## config.mk

```make
export PLATFORM = sky130hd
export DESIGN_NAME = riscv_div_ctrl_flat
export DESIGN_NICKNAME = d
export VERILOG_FILES = /design/src/rtl/riscv_div_ctrl_pkg.sv /design/src/rtl/riscv_div_ctrl_if.sv /design/src/rtl/riscv_div_ctrl.sv /design/src/flat_wrapper.sv
export SDC_FILE = /design/constraint.sdc
export NUM_CORES = 1
export LEC_CHECK = 0
export ABC_CLOCK_PERIOD_IN_PS = 3400
export CORE_MARGIN = 2
export CORE_UTILIZATION = 46
export DETAILED_ROUTE_END_ITERATION = 12
export PLACE_DENSITY = 0.92
export SLEW_MARGIN = 20
export SYNTH_ARGS = -nofsm -noshare
export SYNTH_HDL_FRONTEND = slang
export SYNTH_SLANG_ARGS = --single-unit
```

## constraint.sdc

```tcl
create_clock -name clk -period 3.4 [get_ports clk]
set_input_delay 0.51 -clock clk [delete_from_list [all_inputs] [get_ports clk]]
set_output_delay 0.51 -clock clk [all_outputs]
set_load 0.02 [all_outputs]
```

## src/rtl/riscv_div_ctrl_pkg.sv

```systemverilog
// Shared definitions for the divider issue/writeback controller: FSM encoding,
// timeout default and the RV32M divide/remainder decode masks.
package riscv_div_ctrl_pkg;

    localparam int unsigned TIMEOUT_DEFAULT = 40;
    localparam int unsigned CNT_W           = 6;

    localparam logic [31:0] INST_DIV       = 32'h0200_4033;
    localparam logic [31:0] INST_DIV_MASK  = 32'hfe00_707f;
    localparam logic [31:0] INST_DIVU      = 32'h0200_5033;
    localparam logic [31:0] INST_DIVU_MASK = 32'hfe00_707f;
    localparam logic [31:0] INST_REM       = 32'h0200_6033;
    localparam logic [31:0] INST_REM_MASK  = 32'hfe00_707f;
    localparam logic [31:0] INST_REMU      = 32'h0200_7033;
    localparam logic [31:0] INST_REMU_MASK = 32'hfe00_707f;

    typedef enum logic [2:0] {
        ST_IDLE  = 3'd0,
        ST_ISSUE = 3'd1,
        ST_WAIT  = 3'd2,
        ST_WB    = 3'd3,
        ST_DRAIN = 3'd4
    } div_state_e;

    function automatic logic is_div_op(input logic [31:0] op);
        return ((op & INST_DIV_MASK)  == INST_DIV)  ||
               ((op & INST_DIVU_MASK) == INST_DIVU) ||
               ((op & INST_REM_MASK)  == INST_REM)  ||
               ((op & INST_REMU_MASK) == INST_REMU);
    endfunction

endpackage

```

## src/rtl/riscv_div_ctrl_if.sv

```systemverilog
// Bundle of the execute-stage issue port, divider handshake and writeback port.
// The slave view belongs to the controller; the master view to its surroundings.
interface riscv_div_ctrl_if;
    logic        flush;
    logic        issue_valid;
    logic [31:0] issue_opcode;
    logic [31:0] issue_ra;
    logic [31:0] issue_rb;
    logic [4:0]  issue_rd;
    logic        issue_ready;
    logic        stall;
    logic        div_valid;
    logic [31:0] div_opcode;
    logic [31:0] div_ra;
    logic [31:0] div_rb;
    logic        div_done;
    logic [31:0] div_result;
    logic        wb_valid;
    logic [4:0]  wb_rd;
    logic [31:0] wb_data;
    logic        timeout_err;

    modport slave (
        input  flush, issue_valid, issue_opcode, issue_ra, issue_rb, issue_rd,
               div_done, div_result,
        output issue_ready, stall, div_valid, div_opcode, div_ra, div_rb,
               wb_valid, wb_rd, wb_data, timeout_err
    );

    modport master (
        output flush, issue_valid, issue_opcode, issue_ra, issue_rb, issue_rd,
               div_done, div_result,
        input  issue_ready, stall, div_valid, div_opcode, div_ra, div_rb,
               wb_valid, wb_rd, wb_data, timeout_err
    );
endinterface

```

## src/rtl/riscv_div_ctrl.sv

```systemverilog
// Issue/writeback controller for the iterative divider. All outputs are registered
// from the next state, so nothing from div_done reaches wb_valid combinationally.
module riscv_div_ctrl
    import riscv_div_ctrl_pkg::*;
#(
    parameter int unsigned TIMEOUT = TIMEOUT_DEFAULT
) (
    input  logic                clk,
    input  logic                srst,
    riscv_div_ctrl_if.slave     bus
);

    localparam logic [CNT_W-1:0] TIMEOUT_CNT = CNT_W'(TIMEOUT);

    div_state_e        state_q, state_d;
    logic [CNT_W-1:0]  cnt_q, cnt_inc;
    logic              accept;

    logic              issue_ready_q, stall_q, div_valid_q, wb_valid_q, timeout_q;
    logic [31:0]       opcode_q, ra_q, rb_q, wb_data_q;
    logic [4:0]        wb_rd_q;

    assign cnt_inc = (cnt_q == '1) ? cnt_q : cnt_q + {{(CNT_W-1){1'b0}}, 1'b1};

    always_comb begin
        state_d = state_q;
        accept  = 1'b0;
        case (state_q)
            ST_IDLE: begin
                if (bus.issue_valid && !bus.flush && is_div_op(bus.issue_opcode)
                    && (bus.issue_rd != 5'd0)) begin
                    accept  = 1'b1;
                    state_d = ST_ISSUE;
                end
            end
            // The divider cannot abort, so a flushed request is still launched and drained.
            ST_ISSUE: state_d = bus.flush ? ST_DRAIN : ST_WAIT;
            ST_WAIT: begin
                if (bus.flush)
                    state_d = bus.div_done ? ST_IDLE : ST_DRAIN;
                else if (bus.div_done)
                    state_d = ST_WB;
            end
            ST_WB:    state_d = ST_IDLE;
            ST_DRAIN: if (bus.div_done) state_d = ST_IDLE;
            default:  state_d = ST_IDLE;
        endcase
    end

    always_ff @(posedge clk) begin
        if (srst) begin
            state_q       <= ST_IDLE;
            cnt_q         <= '0;
            issue_ready_q <= 1'b1;
            stall_q       <= 1'b0;
            div_valid_q   <= 1'b0;
            wb_valid_q    <= 1'b0;
            timeout_q     <= 1'b0;
            opcode_q      <= '0;
            ra_q          <= '0;
            rb_q          <= '0;
            wb_rd_q       <= '0;
            wb_data_q     <= '0;
        end else begin
            state_q       <= state_d;
            issue_ready_q <= (state_d == ST_IDLE);
            stall_q       <= (state_d == ST_ISSUE) || (state_d == ST_WAIT) || (state_d == ST_DRAIN);
            div_valid_q   <= (state_d == ST_ISSUE);
            wb_valid_q    <= (state_d == ST_WB);

            if (accept) begin
                opcode_q <= bus.issue_opcode;
                ra_q     <= bus.issue_ra;
                rb_q     <= bus.issue_rb;
                wb_rd_q  <= bus.issue_rd;
                cnt_q    <= '0;
            end

            if (state_q == ST_WAIT) begin
                cnt_q <= cnt_inc;
                if (cnt_inc >= TIMEOUT_CNT)
                    timeout_q <= 1'b1;
                if (bus.div_done && !bus.flush)
                    wb_data_q <= bus.div_result;
            end
        end
    end

    assign bus.issue_ready = issue_ready_q;
    assign bus.stall       = stall_q;
    assign bus.div_valid   = div_valid_q;
    assign bus.div_opcode  = opcode_q;
    assign bus.div_ra      = ra_q;
    assign bus.div_rb      = rb_q;
    assign bus.wb_valid    = wb_valid_q;
    assign bus.wb_rd       = wb_rd_q;
    assign bus.wb_data     = wb_data_q;
    assign bus.timeout_err = timeout_q;

endmodule

```

## src/flat_wrapper.sv

```systemverilog
// flat-port wrapper written by rule: the top's interface ports become plain ports
module riscv_div_ctrl_flat import riscv_div_ctrl_pkg::*;
#(
    parameter int unsigned TIMEOUT = TIMEOUT_DEFAULT
)
  (clk, srst, bus_flush, bus_issue_valid, bus_issue_opcode, bus_issue_ra, bus_issue_rb, bus_issue_rd, bus_div_done, bus_div_result, bus_issue_ready, bus_stall, bus_div_valid, bus_div_opcode, bus_div_ra, bus_div_rb, bus_wb_valid, bus_wb_rd, bus_wb_data, bus_timeout_err);
  riscv_div_ctrl_if bus_i ();
  input  logic clk;
  input  logic srst;
  input wire logic [$bits(bus_i.flush)-1:0] bus_flush;
  input wire logic [$bits(bus_i.issue_valid)-1:0] bus_issue_valid;
  input wire logic [$bits(bus_i.issue_opcode)-1:0] bus_issue_opcode;
  input wire logic [$bits(bus_i.issue_ra)-1:0] bus_issue_ra;
  input wire logic [$bits(bus_i.issue_rb)-1:0] bus_issue_rb;
  input wire logic [$bits(bus_i.issue_rd)-1:0] bus_issue_rd;
  input wire logic [$bits(bus_i.div_done)-1:0] bus_div_done;
  input wire logic [$bits(bus_i.div_result)-1:0] bus_div_result;
  output wire logic [$bits(bus_i.issue_ready)-1:0] bus_issue_ready;
  output wire logic [$bits(bus_i.stall)-1:0] bus_stall;
  output wire logic [$bits(bus_i.div_valid)-1:0] bus_div_valid;
  output wire logic [$bits(bus_i.div_opcode)-1:0] bus_div_opcode;
  output wire logic [$bits(bus_i.div_ra)-1:0] bus_div_ra;
  output wire logic [$bits(bus_i.div_rb)-1:0] bus_div_rb;
  output wire logic [$bits(bus_i.wb_valid)-1:0] bus_wb_valid;
  output wire logic [$bits(bus_i.wb_rd)-1:0] bus_wb_rd;
  output wire logic [$bits(bus_i.wb_data)-1:0] bus_wb_data;
  output wire logic [$bits(bus_i.timeout_err)-1:0] bus_timeout_err;
  assign bus_i.flush = bus_flush;
  assign bus_i.issue_valid = bus_issue_valid;
  assign bus_i.issue_opcode = bus_issue_opcode;
  assign bus_i.issue_ra = bus_issue_ra;
  assign bus_i.issue_rb = bus_issue_rb;
  assign bus_i.issue_rd = bus_issue_rd;
  assign bus_i.div_done = bus_div_done;
  assign bus_i.div_result = bus_div_result;
  assign bus_issue_ready = bus_i.issue_ready;
  assign bus_stall = bus_i.stall;
  assign bus_div_valid = bus_i.div_valid;
  assign bus_div_opcode = bus_i.div_opcode;
  assign bus_div_ra = bus_i.div_ra;
  assign bus_div_rb = bus_i.div_rb;
  assign bus_wb_valid = bus_i.wb_valid;
  assign bus_wb_rd = bus_i.wb_rd;
  assign bus_wb_data = bus_i.wb_data;
  assign bus_timeout_err = bus_i.timeout_err;
  riscv_div_ctrl #(.TIMEOUT(TIMEOUT)) u_core (.clk(clk), .srst(srst), .bus(bus_i));
endmodule
```

==> impl_metrics.py, run 1 <==
metrics = {
    "pwr": {
        "leakage_nw": 3.45,
        "p_per_area_nw_per_um2": 403,
        "total_power_mw": 3.97,
        "ir_drop_uv": 293,
    },
    "global_routing": {
        "grt_antenna_before_repair": 0,
        "grt_first_pass_wirelength_um": 27700,
        "grt_pass1_vias": 5568,
        "track_usage_pct": 23.4,
        "grt_start_max_net_pins": 136,
        "grt-ovfl-total": 0,
    },
    "die": {
        "num_io_pins": 276,
        "chipWidth_um": 123,
        "rows": 43,
        "die_y_um": 123,
        "core_area_sq_um": 13800,
        "start_util_pct": 47.0,
        "die-area_sq_um": 15100,
    },
    "clocking": {
        "clk_latency_ns": 0.41,
        "postCtsHoldBufs": 0,
        "cts_resized": 0,
        "cts.sinks": 147,
        "clockRootBuffer": "clkbuf_16",
        "h-tree-depth": 4,
        "postCtsSetupRepairBufs": 0,
        "clk_pin_slew_ns": 0.06,
        "clockBufferDepth": 2,
        "cts_buffers": 17,
        "cts_tree": "done",
    },
    "synth": {
        "yosys.area_share.adder_pct": 0.193,
        "synth_xor_area_share_pct": 0,
        "synth_top_area_cell": "dfxtp_1",
        "synth_area_leaders": "dfxtp_1 45%, o21ai_0 10%, nor2b_1 8.9%, nand2b_1 8.4%, o21ai_2 5.7%",
        "synthDistinctLibCells": 49,
        "synth.area.mux_share_pct": 0.154,
        "synth_top_area_share_pct": 45.3,
        "synth-compound-area-share_pct": 21.9,
        "ys_seq_area_share_pct": 45.3,
        "ys.flop_type": "dfxtp_1",
        "synth_top_family_by_area": "simple AND/OR/NAND/NOR gates",
        "synth-edff-count": 0,
        "syn_area_sq_um": 6490,
        "synthSimpleGateAreaFrac_pct": 26.4,
        "postSynthAreaPerCell_sq_um": 8.71,
        "yosys_warnings": 0,
        "ys_seq_elements": 147,
        "ys_async_sr_fraction_pct": 0,
        "syn-instance-count": 746,
        "syn_nets": 885,
    },
    "route": {
        "wirelength_um": 17800,
        "first_pass_iters": 4,
        "drc": 0,
        "drtAntennaViolNets": 0,
        "wire_per_inst_um": 15.1,
        "avgViaCountPerCell": 4.99,
        "drt_iter0_drc": 346,
        "vias": 5882,
    },
    "place": {
        "io_buffer_count": 275,
        "dp.cells": 1146,
        "preCtsSetupSlack_ns": 0.620,
        "finalWeightedCongestion": 0.795,
        "dpl_cell_area_sq_um": 9220,
        "place_hpwl_um": 12200,
    },
    "min_path": {
        "hp-class": "flip-flop to flip-flop",
        "min_path_cells": 2,
    },
    "setup_path": {
        "cp.required_ns": 3.70,
        "r2r_cells": 5,
        "end_kind": "flip-flop",
        "worst_ep_arrival_time_ns": 2.66,
        "critical_path.max_stage_delay_ns": 0.58,
        "crit_type": "input pin to flip-flop",
        "slowest_stage": "or4_4",
        "cp_cell_sequence": "clkdlybuf4s50_1 > or4_4 > o211ai_4 > buf_4 > nor2_4 > a2111oi_2",
        "cp_max_fo": 44,
        "startpoint_type": "input pin",
    },
    "sta": {
        "setup_viol": 0,
        "grt_setup_unrepaired": "false",
        "slew_violations": 0,
        "tns_ns": 0,
        "maxSlewHeadroom_pct": 38.6,
        "finalCriticalPeriod_ns": 2.36,
        "fmaxAchievable_ghz": 0.424,
        "layout_setup_ws_ns": 1.04,
        "hold_viol": 0,
        "fin_skew_ns": 0.00821,
        "whs_ns": 0.450,
        "finalCritPeriodShare_pct": 69.4,
        "worstMarginPinSlew_ns": 0.921,
    },
    "cells_and_area": {
        "multi_input_area_sq_um": 3160,
        "drive_gt1_share_pct": 10.4,
        "postLayoutCellArea_sq_um": 9850,
        "antenna_cells": 0,
        "register_area_sq_um": 2940,
        "final_util_pct": 71.3,
        "layout_commonest_cell": "clkdlybuf4s50_1",
        "fillers": 1049,
        "stdcell_count": 1178,
        "fin_nets": 1124,
        "synthToLayoutAreaGrowth_pct": 51.7,
        "layout_common_cells": "274 x clkdlybuf4s50_1, 147 x dfxtp_1, 133 x o21ai_0",
    },
    "run_status": {
        "outcome": "complete, no violations",
    },
    "flow_run": {
        "maxCapViolations": 0,
    },
}
cells by family after synthesis:
logic type	after synthesis
and+or+nand+nor	294
adders and majority gates	1
buffers and inverters	70
DFF	147
muxes	1
AOI/OAI and AO/OA	233
critical path, delay by kind of cell:
| family | cells | cell delay, ns |
|---|---|---|
| simple gates | 2 | 0.75 |
| buf+inv | 2 | 0.83 |
| compound gates | 2 | 0.52 |
final cells by class:
class	count	area share (%)
clock buffers	19	4.39
multi-input cells	529	32.1
flip-flops and latches	147	29.9
inverters	6	0.229
clock inverters	13	2.02
well taps	180	2.29
repair buffers	284	29.1
sequential cells by signal, summed over array words and instances (netlist names):
signal	flops
u_core.bus.wb_rd	5
u_core.bus.wb_valid	1
u_core.bus.timeout_err	1
u_core.bus.stall	1
u_core.bus.wb_data	32
u_core.bus.issue_ready	1
u_core.bus.div_rb	32
u_core.state_q	3
u_core.bus.div_ra	32
u_core.bus.div_valid	1
u_core.cnt_q	6
u_core.bus.div_opcode	32
synthesized netlist by cell type (all sizes together), types with 2 or more instances:
cell type / count
dfxtp: 147
clkbuf: 50
nor4b: 2
nand3: 4
nor2b: 92
nor3: 2
nor2: 9
nor4: 2
nor3b: 12
and3: 5
a21oi: 45
buf: 14
nand2: 68
a2111oi: 2
or3b: 2
inv: 6
nand2b: 87
o21ai: 175
worst paths after layout:
path	from	end	slack (ns)
min	u_core.bus.div_opcode[4]	u_core.bus.div_opcode[4]	0.45
max	bus_issue_rd[0]	u_core.cnt_q[2]	1.04
max reg2reg	u_core.state_q[1]	u_core.cnt_q[1]	1.35
min reg2reg	u_core.bus.div_opcode[4]	u_core.bus.div_opcode[4]	0.45
layer usage:
metal  up-vias  track usage, %  routed length, um  part of all wire (%)
met2       174            39.7               9070                    51
li1       2975               -                  -                     -
met4         0            8.55                410                   2.3
met1      2705            26.9               7070                    40
met5         -               0                  0                     0
met3        28            8.50               1280                   7.2
power breakdown:
group	internal [mW]	switching [mW]	total (mW)	leakage (nW)
clock network	1.24	0.749	1.99	0.301
registers	1.72	0.00000486	1.72	1.18
logic	0.172	0.0873	0.259	1.97
Power figures use the tool's default switching activity.
==> inputs of run 2 (changes only) <==
--- a/config.mk
+++ b/config.mk
@@ -5,11 +5,11 @@
 export SDC_FILE = /design/constraint.sdc
 export NUM_CORES = 1
 export LEC_CHECK = 0
-export ABC_CLOCK_PERIOD_IN_PS = 3400
+export ABC_CLOCK_PERIOD_IN_PS = 2390
 export CORE_MARGIN = 2
-export CORE_UTILIZATION = 46
+export CORE_UTILIZATION = 43
 export DETAILED_ROUTE_END_ITERATION = 12
-export PLACE_DENSITY = 0.92
+export PLACE_DENSITY = 0.87
 export SLEW_MARGIN = 20
 export SYNTH_ARGS = -nofsm -noshare
 export SYNTH_HDL_FRONTEND = slang
==> constraint.sdc (replaced) <==
create_clock -name clk -period 2.39 [get_ports clk]
set_input_delay 0.3585 -clock clk [delete_from_list [all_inputs] [get_ports clk]]
set_output_delay 0.3585 -clock clk [all_outputs]
set_load 0.02 [all_outputs]
==> run 2 against run 1 <==
Compared with the run above:
- worst setup slack got worse by 0.65 ns
- flip-flop and latch count unchanged
- worst hold slack improved by 0.0053 ns
- power increased by 39%
- highest routed layer unchanged
- clock skew decreased by 0.0020 ns
- largest power group unchanged
- non-clock buffer count increased by 18
- critical path type unchanged
- final cell count increased by 1.8%
- largest cell class unchanged
- clock-buffer cell count decreased by 1
==> impl_metrics.py, run 2 (same netlist as run 1, synthesis figures left out) <==
metrics = {
    "run_status": {
        "outcome": "complete, no violations",
    },
    "route": {
        "drt_iter0_drc": 364,
        "drc": 0,
        "avgViaCountPerCell": 4.97,
        "first_pass_iters": 4,
        "wirelength_um": 18100,
        "drtAntennaViolNets": 0,
        "vias": 5963,
        "wire_per_inst_um": 15.1,
    },
    "cells_and_area": {
        "fin_nets": 1142,
        "synthToLayoutAreaGrowth_pct": 54.3,
        "final_util_pct": 68.4,
        "layout_common_cells": "274 x clkdlybuf4s50_1, 147 x dfxtp_1, 133 x o21ai_0",
        "layout_commonest_cell": "clkdlybuf4s50_1",
        "fillers": 1149,
        "antenna_cells": 0,
        "drive_gt1_share_pct": 12.1,
    },
    "sta": {
        "slew_violations": 0,
        "fmaxAchievable_ghz": 0.500,
        "finalCritPeriodShare_pct": 83.6,
        "grt_setup_unrepaired": "false",
        "whs_ns": 0.455,
        "worstMarginPinSlew_ns": 0.606,
        "finalCriticalPeriod_ns": 2.00,
        "hold_viol": 0,
        "layout_setup_ws_ns": 0.391,
        "fin_skew_ns": 0.00623,
        "maxSlewHeadroom_pct": 59.6,
        "setup_viol": 0,
    },
    "pwr": {
        "leakage_nw": 3.54,
        "pwr-share-comb_pct": 6.9,
        "sw_frac_of_total_pct": 21.0,
        "p_sw_mw": 1.16,
        "p_int_mw": 4.36,
        "power_frac_seq_pct": 44.3,
        "pwr-share-clk_pct": 48.8,
        "ir_drop_uv": 444,
        "p_per_area_nw_per_um2": 551,
    },
    "place": {
        "io_buffer_count": 275,
        "finalWeightedCongestion": 0.779,
        "place_hpwl_um": 12700,
        "preCtsSetupSlack_ns": -0.0521,
    },
    "global_routing": {
        "grt_pass1_vias": 5722,
        "grt-ovfl-total": 0,
        "grt_first_pass_wirelength_um": 28900,
        "grt_antenna_before_repair": 0,
        "track_usage_pct": 22.3,
        "grt_start_max_net_pins": 89,
    },
    "setup_path": {
        "r2r_setup_slack_ns": 0.49,
        "crit_type": "input pin to flip-flop",
        "startpoint": "bus_issue_rd[0]",
        "cp.required_ns": 2.68,
        "cp_max_fo": 26,
        "end_kind": "flip-flop",
        "r2r_end": "u_core.bus.div_valid",
        "r2r-start": "u_core.state_q[2]",
        "r2r_cells": 6,
        "worst_ep_arrival_time_ns": 2.29,
        "startpoint_type": "input pin",
    },
    "die": {
        "rows": 44,
        "chipWidth_um": 127,
        "die_y_um": 127,
        "start_util_pct": 44.4,
        "num_io_pins": 276,
        "core_area_sq_um": 14600,
        "die-area_sq_um": 16100,
    },
    "clocking": {
        "cts.sinks": 147,
        "cts_buffers": 17,
        "postCtsHoldBufs": 0,
        "clk_pin_slew_ns": 0.06,
        "clockRootBuffer": "clkbuf_16",
        "clk_latency_ns": 0.41,
        "h-tree-depth": 4,
        "postCtsSetupRepairBufs": 0,
        "cts_tree": "done",
        "clockBufferDepth": 2,
        "cts_resized": 0,
    },
    "min_path": {
        "min_path_cells": 2,
        "hold_start": "u_core.bus.wb_data[1]",
        "hp-class": "flip-flop to flip-flop",
        "worstHoldEndpoint": "u_core.bus.wb_data[1]",
    },
    "flow_run": {
        "maxCapViolations": 0,
    },
}
## run 2: changes by cell type in the layout (fill, tap and decap cells not counted), sizes merged
| cell | change |
|---|---|
| inv | -3 |
| clkinvlp | +3 |
| buf | +18 |
| bufinv | -1 |
| clkinv | +1 |
| clkbuf | -1 |
## run 2: worst max-delay path by stage
stage	end	slack, ns	depth (start not counted)
2_1_floorplan	u_core.bus.div_opcode[0]	0.56	7
3_3_place_gp	u_core.bus.div_rb[5]	-0.02	6
3_5_place_dp	u_core.bus.div_rb[2]	-0.05	6
4_1_cts	u_core.bus.div_rb[2]	0.39	6
5_1_grt	u_core.bus.div_rb[2]	0.29	6
6_report	u_core.bus.div_rb[2]	0.39	6
## run 2: routing by layer
metal	track usage, %	wire [um]	part of all wire, %	up-vias
li1	-	-	-	3020
met1	25.9	7360	41	2741
met2	38.9	9300	51	179
met3	7.25	1230	6.8	23
met4	6.92	246	1.4	0
met5	0	0	0	-
## run 2: per-stage QoR
step                      setup TNS, ns  cell area (sq um)  power [mW]  cells
after floorplan                       0               6490        2.62    746
after global placement          -0.0545               9420        2.88   1168
after detailed placement         -0.514               9420        2.88   1168
after CTS                             0              10000        5.58   1199
after global routing                  0              10000        5.72   1199
final                                 0              10000        5.53   1199
## run 2: power by group through the flow
| stage | registers (mW) | clock network [mW] | logic [mW] |
|---|---|---|---|
| finish | 2.45 | 2.69 | 0.380 |
| global route | 2.45 | 2.86 | 0.410 |
| CTS | 2.45 | 2.75 | 0.382 |
| detailed placement | 2.50 | 0 | 0.380 |
| global placement | 2.50 | 0 | 0.377 |
| floorplan | 2.50 | 0 | 0.114 |
## run 2: final cells by class
class | instances | area [sq um] | share of cell area [%]
multi-input combinational | 529 | 3160 | 31.5
timing repair buffer | 302 | 3070 | 30.6
sequential | 147 | 2940 | 29.4
clock buffer | 18 | 439 | 4.38
tap | 184 | 230 | 2.30
clock inverter | 13 | 160 | 1.60
inverter | 6 | 22.5 | 0.225
## run 2: critical path: stages
cell             delay (ns)
clkdlybuf4s50_1        0.47
or4_4                  0.57
o211ai_4               0.25
or2_4                  0.28
buf_12                 0.24
o21ai_0                0.11
